[src/rtl/card_dealer.sv]
// card_dealer: deals a 52-card deck without replacement using a Galois LFSR and a linear probe.
// Outputs are registered and hold until the next o_Valid pulse.
module card_dealer #(
    parameter int          SEED_WIDTH = 12,
    parameter logic [15:0] LFSR_INIT  = 16'hACE1
) (
    input  logic                  clk_50M,
    input  logic                  i_Reset,
    input  logic [SEED_WIDTH-1:0] i_Seed,
    input  logic                  i_SeedLoad,
    input  logic                  i_Draw,
    output logic                  o_Busy,
    output logic                  o_Valid,
    output logic [3:0]            o_Rank,
    output logic [1:0]            o_Suit,
    output logic [3:0]            o_Points,
    output logic [5:0]            o_CardsLeft,
    output logic                  o_DeckEmpty
);
    typedef enum logic [2:0] {IDLE, STEP, CHECK, SCAN, DONE} state_t;
    state_t      state_q;
    logic [15:0] lfsr_q, lfsr_d;
    logic [51:0] used_q;
    logic [5:0]  idx_q, idx_d, probe_d, left_q;
    logic [1:0]  suit_q, suit_d;
    logic [3:0]  rank_q, rank_d, pts_q;
    logic        valid_q, empty_q;

    always_comb begin
        lfsr_d  = (lfsr_q >> 1) ^ (lfsr_q[0] ? 16'hB400 : 16'h0000);
        // fold 52..63 onto 40..51 so every LFSR value maps to a card
        idx_d   = (lfsr_d[5:0] >= 6'd52) ? lfsr_d[5:0] - 6'd12 : lfsr_d[5:0];
        probe_d = (idx_q == 6'd51) ? 6'd0 : idx_q + 6'd1;
        suit_d  = (idx_q >= 6'd39) ? 2'd3 : (idx_q >= 6'd26) ? 2'd2 : (idx_q >= 6'd13) ? 2'd1 : 2'd0;
        rank_d  = 4'(idx_q - 6'd13 * {4'd0, suit_d}) + 4'd1;
    end

    always_ff @(posedge clk_50M) begin
        if (i_Reset) begin
            state_q <= IDLE;
            lfsr_q  <= LFSR_INIT;
            used_q  <= '0;
            idx_q   <= '0;
            left_q  <= 6'd52;
            valid_q <= 1'b0;
            empty_q <= 1'b0;
            suit_q  <= '0;
            rank_q  <= '0;
            pts_q   <= '0;
        end else begin
            valid_q <= 1'b0;
            empty_q <= (left_q == 6'd0);
            case (state_q)
                IDLE: begin
                    if (i_SeedLoad) begin
                        lfsr_q  <= LFSR_INIT ^ 16'(i_Seed);
                        used_q  <= '0;
                        left_q  <= 6'd52;
                        empty_q <= 1'b0;
                    end else if (i_Draw && left_q != 6'd0) begin
                        state_q <= STEP;
                    end
                end
                STEP: begin
                    lfsr_q  <= lfsr_d;
                    idx_q   <= idx_d;
                    state_q <= CHECK;
                end
                CHECK, SCAN: begin
                    if (!used_q[idx_q]) begin
                        used_q[idx_q] <= 1'b1;
                        suit_q  <= suit_d;
                        rank_q  <= rank_d;
                        pts_q   <= (rank_d > 4'd10) ? 4'd10 : rank_d;
                        valid_q <= 1'b1;
                        left_q  <= left_q - 6'd1;
                        state_q <= DONE;
                    end else begin
                        idx_q   <= probe_d;
                        state_q <= SCAN;
                    end
                end
                default: state_q <= IDLE;
            endcase
        end
    end

    assign o_Busy      = (state_q != IDLE);
    assign o_Valid     = valid_q;
    assign o_Rank      = rank_q;
    assign o_Suit      = suit_q;
    assign o_Points    = pts_q;
    assign o_CardsLeft = left_q;
    assign o_DeckEmpty = empty_q;
endmodule

[config.mk]
export PLATFORM = sky130hd
export DESIGN_NAME = card_dealer
export DESIGN_NICKNAME = d
export VERILOG_FILES = /design/src/rtl/card_dealer.sv
export SDC_FILE = /design/constraint.sdc
export NUM_CORES = 1
export LEC_CHECK = 0
export ABC_AREA = 1
export CORE_ASPECT_RATIO = 1.1
export CORE_MARGIN = 2
export CORE_UTILIZATION = 54
export DETAILED_ROUTE_END_ITERATION = 7
export PLACE_DENSITY = 0.89
export SETUP_SLACK_MARGIN = 0.1
export SKIP_LAST_GASP = 1
export SYNTH_ARGS = -nofsm -noshare
export SYNTH_HDL_FRONTEND = slang
export SYNTH_SLANG_ARGS = --single-unit
[constraint.sdc]
create_clock -name clk_50M -period 3.24 [get_ports clk_50M]
set_clock_uncertainty 0.2 [all_clocks]
set_input_delay 0.648 -clock clk_50M [delete_from_list [all_inputs] [get_ports clk_50M]]
set_output_delay 0.648 -clock clk_50M [all_outputs]
set_load 0.02 [all_outputs]
Word level (Yosys, flattened, before mapping)
Index checks and enable logic that the tools add are counted.

word-level totals
  word-level logic and storage cells = 81
  register bits = 95
  bits of input ports = 16

cells by class
  add/sub/neg operators = 5
  multiplexer cells = 28
  eq/ne operators = 9
  order comparisons = 7
  multipliers = 1
  reduce and logical (&&, ||, !) cells = 16
  bitwise gates (word level) = 5

operator list
  kind                 number
  $mux 52              2
  $pmux 52 s2          1
  $or 52x52->52        1
  $mux 16              2
  $pmux 16 s2          1
  $mux 6               5
  $pmux 6 s2           2
  $xor 15x16->16       1
  $ge 6x6->1 const B   2
  $ne 2x2->1 const B   5
  $mux 3               3
  $pmux 3 s3           1
  $not 6->8            1
  $reduce_and 2->1     4
  $lt 6x7->1 const B   1
  $add 6x1->6 const B  1
  $bmux 1 s6           1
  $demux 1 s6          1
  $eq 3x2->1 const B   2
  $eq 6x6->1 const B   1
  $ge 6x1->1 const B   1
  $ge 6x4->1 const B   1
  $ge 6x5->1 const B   1
  $logic_not 6->1      1
  18 further kinds     29

Logic depth before layout (Yosys ltp)
  word-level depth = 9
  depth in mapped cells = 21
  mapped depth without buffers = 19

Least setup slack after synthesis
OpenSTA, ideal clock, no wires.

  kind = reg2reg
  start = register idx_q[0]
  end = register pts_q[1], in the netlist o_Points[1]
  path buffers = 2
  required time = 2.921 ns
  cell stages (with the launch flop) = 21
  slack = -0.017 ns
  library setup time = 0.119 ns
  arrival = 2.938 ns
  cell sequence = dfxtp_1 -> buf_6 -> inv_4 -> buf_6 -> ha_1 -> nor2_1 -> nor2_1 -> a21oi_1 -> inv_1 -> ha_1 -> inv_1 -> ha_1 -> inv_1 -> fa_1 -> xnor2_1 -> xnor2_1 -> or2_2 -> nand3_1 -> inv_1 -> o21ai_0 -> nand2_1

RTL lines
  element                 RTL line  source
  from (decl)             24        logic [5:0] idx_q, idx_d, probe_d, left_q;
  from (signal assigned)  66        idx_q <= idx_d;
  from (signal assigned)  79        idx_q <= probe_d;
  $ge 6x5->1              34        suit_d = (idx_q >= 6'd39) ? 2'd3 : (idx_q >= 6'd26) ? 2'd2 : (idx_q >= 6'd13) ? 2'd1 : 2'd0;
  $mux 2                  34
  $mux 2 *                34
  via suit_d[1]           25        logic [1:0] suit_q, suit_d;
  $mul 4x2->4 *           35        rank_d = 4'(idx_q - 6'd13 * {4'd0, suit_d}) + 4'd1;
  $sub 4x4->4 *           35
  $add 4x1->4 *           35
  $gt 4x4->1              74        pts_q <= (rank_d > 4'd10) ? 4'd10 : rank_d;
  $mux 4 *                74
  to (signal assigned)    74
  to (decl)               26        logic [3:0] rank_q, rank_d, pts_q;

Mark *: on every way through the listed nets, which the timed path passes. The rest lies on a longest branch. The select of a mux whose other input is x is not followed.
A chain may end at the register's enable or synchronous reset.

Worst setup path in the final report
  start = register idx_q[0]
  end = register pts_q[0], in the netlist o_Points[0]

RTL lines
  element        RTL line
  $ge 6x5->1     34
  $mux 2         34
  $mux 2 *       34
  via suit_d[1]  25
  $mul 4x2->4 *  35
  $sub 4x4->4 *  35
  $add 4x1->4 *  35
  $gt 4x4->1 *   74
  $mux 4 *       74

Marks and branches as above.

==> key figures <==
Floorplan
  • Core box area: 9350 um^2
  • Starting Density: 55.2%
  • Die height: 107 um
  • Die area: 10400 um^2
  • Cell row count: 37
  • I/O pins: 35
  • Die Wd: 97.3 um

GRT
  • Vias in the first global route: 4658
  • Initial antenna violation count: 0
  • Pin count of the biggest net entering global routing: 60
  • Total GRT Usage: 24.2%
  • Global-route wire length before repair: 21.0 mm
  • Total grt overflow: 0

Setup path
  • CP startpoint kind: flop
  • Crit path capture type: flop
  • Critical path's slowest cell: dfxtp_4
  • CP Max Fanout: 5
  • CP arrival: 3.17 ns
  • Crit Path Class: reg2reg
  • R2R cell count: 17
  • CP required: 3.35 ns
  • Critical Path, Cell by Cell: inv_4 > ha_4 > nor2_2 > nor2_1 > a21oi_2 > inv_2 > ha_4 > inv_1 > ha_2 > inv_2 > fa_2 > xnor2_2 > xnor2_2 > or2_4 > nand3_4 > nand4_1 > a21oi_1
  • Slowest stage delay, CP: 0.40 ns
  • R2r setup slk: 0.17 ns

STA
  • Tmin final: 3.07 ns
  • Final period util: 94.6%
  • Slew Limit Fails: 0
  • Slew @ Worst Pin: 0.674 ns
  • Setup tns final: 0 ns
  • Max_slew headroom: 54.9%
  • Final setup fails: 0
  • RSZ-0062 raised after global routing: false
  • Final worst setup slack: 0.174 ns
  • Final Hold Fails: 0
  • Fmax: 326 MHz

Yosys
  • Synth Warn #: 0
  • Syn Area/Cell: 6.36 um^2
  • Yosys cell types: 28
  • Cell Area, Synth: 5170 um^2
  • Synth Net Count: 841
  • Post-synthesis instance total: 812
  • Register area share after synthesis: 36.8%
  • Synth Register Bits: 95

Placement
  • Dpl ws: 0.0303 ns
  • Port Buffers: 34
  • DP Area: 5580 um^2
  • Inst Count DP: 937
  • GPL Wtd Cong: 0.891
  • Post-DP HPWL: 8.12 mm

Cells and area
  • Final instance area: 5870 um^2
  • Antenna Cells: 0
  • Layout net count: 864
  • Non-Filler Instances: 957
  • Fin util: 62.8%
  • Synth-to-layout area growth: 13.6%
  • Layout cells sized above 1: 7.86%

Drt
  • Final Routed Wirelength: 12.8 mm
  • 1st-iter DRT viols: 421
  • Pre-antenna DRT Iters: 7
  • Routed len/inst: 13.3 um
  • Total number of vias: 5221
  • Vias per cell: 5.46
  • Antenna Nets Post-Route: 0
  • DRC violations left: 0

Clocking
  • CTS tree: built
  • Clock Latency Late Sink: 0.37 ns
  • H-tree depth: 3
  • Clock transition at the registers of the reported paths: 0.09 ns
  • CTS root buffer: clkbuf_8
  • Clock Sinks: 95
  • Bufs on Longest Clock Path: 2
  • Post-CTS Hold Fix Bufs: 0
  • Num CTS Buffers: 9

Hold path
  • Cell count of the worst hold path: 2
  • Worst min path class: reg2reg

Job
  • MaxCap Viol Count: 0

Power and ir drop
  • Power Density: 902 nW/um^2
  • Max VDD drop: 0.934 mV
  • P_leak: 2.30 nW

Outcome
  • Run status: finished, final reports clean
placed cells by master, fill, tap and decap left out, types with 3 or more instances in the layout:
cell and n:
nor2_2 4, nor3_1 9, inv_1 91, clkbuf_8 9, clkinvlp_4 4, dfxtp_4 3, nand2_1 277, inv_2 5
a21oi_1 97, o21ai_0 22, nand2_4 3, nor2_1 58, buf_4 19, a31oi_1 7, nand4_1 4, nand3_1 49
clkdlybuf4s50_1 34, o211ai_1 4, ha_1 7, o21ai_1 4, xor2_1 7, dfxtp_1 91, o22ai_1 6, ha_2 3
flip-flops by register name, summed over array words and instances, names as in the netlist:
name         cells
o_Suit           2
o_DeckEmpty      1
o_Rank           4
used_q          52
state_q          3
o_Valid          1
lfsr_q          16
o_CardsLeft      6
o_Points         4
idx_q            6
final cells by class:
class | count | area, um^2
multi-input cells | 574 | 2730
inverters | 99 | 374
repair buffers | 56 | 534
clock inverters | 5 | 35.0
fillers | 834 | 3480
flip-flops and latches | 95 | 1910
clock buffers | 11 | 131
well taps | 117 | 146
worst paths after layout:
| path | start | to |
|---|---|---|
| worst max-delay path | idx_q[0] | o_Points[0] |
| worst min-delay path | used_q[49] | used_q[49] |
| worst max register to register | idx_q[0] | o_Points[0] |
| worst min register to register | used_q[49] | used_q[49] |
kinds of logic after synthesis:
| group | Yosys count | synth area share [%] |
|---|---|---|
| compound gates | 141 | 14.2 |
| buf+inv | 143 | 11.7 |
| simple gates | 409 | 32.1 |
| fa+ha+maj | 13 | 3.29 |
| xor+xnor | 11 | 1.86 |
| flops | 95 | 36.8 |
cell usage after synthesis, drive strengths merged:
cell type  number  area share [%]
o21ai          26             2.5
clkinv          2            0.15
buf            22             2.9
nand4           4            0.48
o22ai           6            0.73
xnor2           4            0.68
nor2           63             4.8
fa              1            0.39
clkbuf         22             1.6
o211ai          4            0.58
xor2            7             1.2
nor4            1            0.12
nor3            9            0.87
a31oi           7            0.85
inv            97             7.1
dfxtp          95              37
a21oi          98             9.5
ha             12             2.9
or2             1            0.12
nand2         281              21
nand3          50             4.8
report_power, final:
| group | switching [mW] | total, mW | internal (mW) |
|---|---|---|---|
| registers | 0.182 | 1.56 | 1.38 |
| clock network | 0.425 | 0.703 | 0.278 |
| logic | 1.99 | 3.03 | 1.04 |
| total | 2.60 | 5.29 | 2.70 |
through the flow:
stage                     total power, mW  hold WS, ns
after CTS                            5.07        0.255
final                                5.29        0.255
after detailed placement             4.36        0.242
after global routing                 5.69        0.276
after global placement               4.31        0.235
after floorplan                      3.66        0.226
routing by layer:
layer | vias to the layer above | track usage, % | wire length, um
li1 | 2591 | - | -
met1 | 2400 | 30.5 | 5380
met2 | 193 | 41.4 | 6250
met3 | 37 | 4.30 | 758
met4 | 0 | 10.1 | 383
met5 | - | 0 | 0
critical path: cells and delay by family, from the launching register on:
| family | cells | cell delay (ns) |
|---|---|---|
| AO/OA/AOI/OAI | 2 | 0.32 |
| flip-flops | 1 | 0.40 |
| buffers and inverters | 4 | 0.21 |
| AND/OR/NAND/NOR | 5 | 0.62 |
| adder cells (fa/ha/maj) | 4 | 0.92 |
| XOR/XNOR | 2 | 0.31 |
repair_timing:
| item | CTS | global route |
|---|---|---|
| pin swaps | 0 | 13 |
| cloned | 0 | 0 |
| setup endpoints to repair | 3 | 5 |
| setup buffers | 0 | 4 |
| resized for setup | 3 | 25 |
Power figures use the tool's default switching activity.
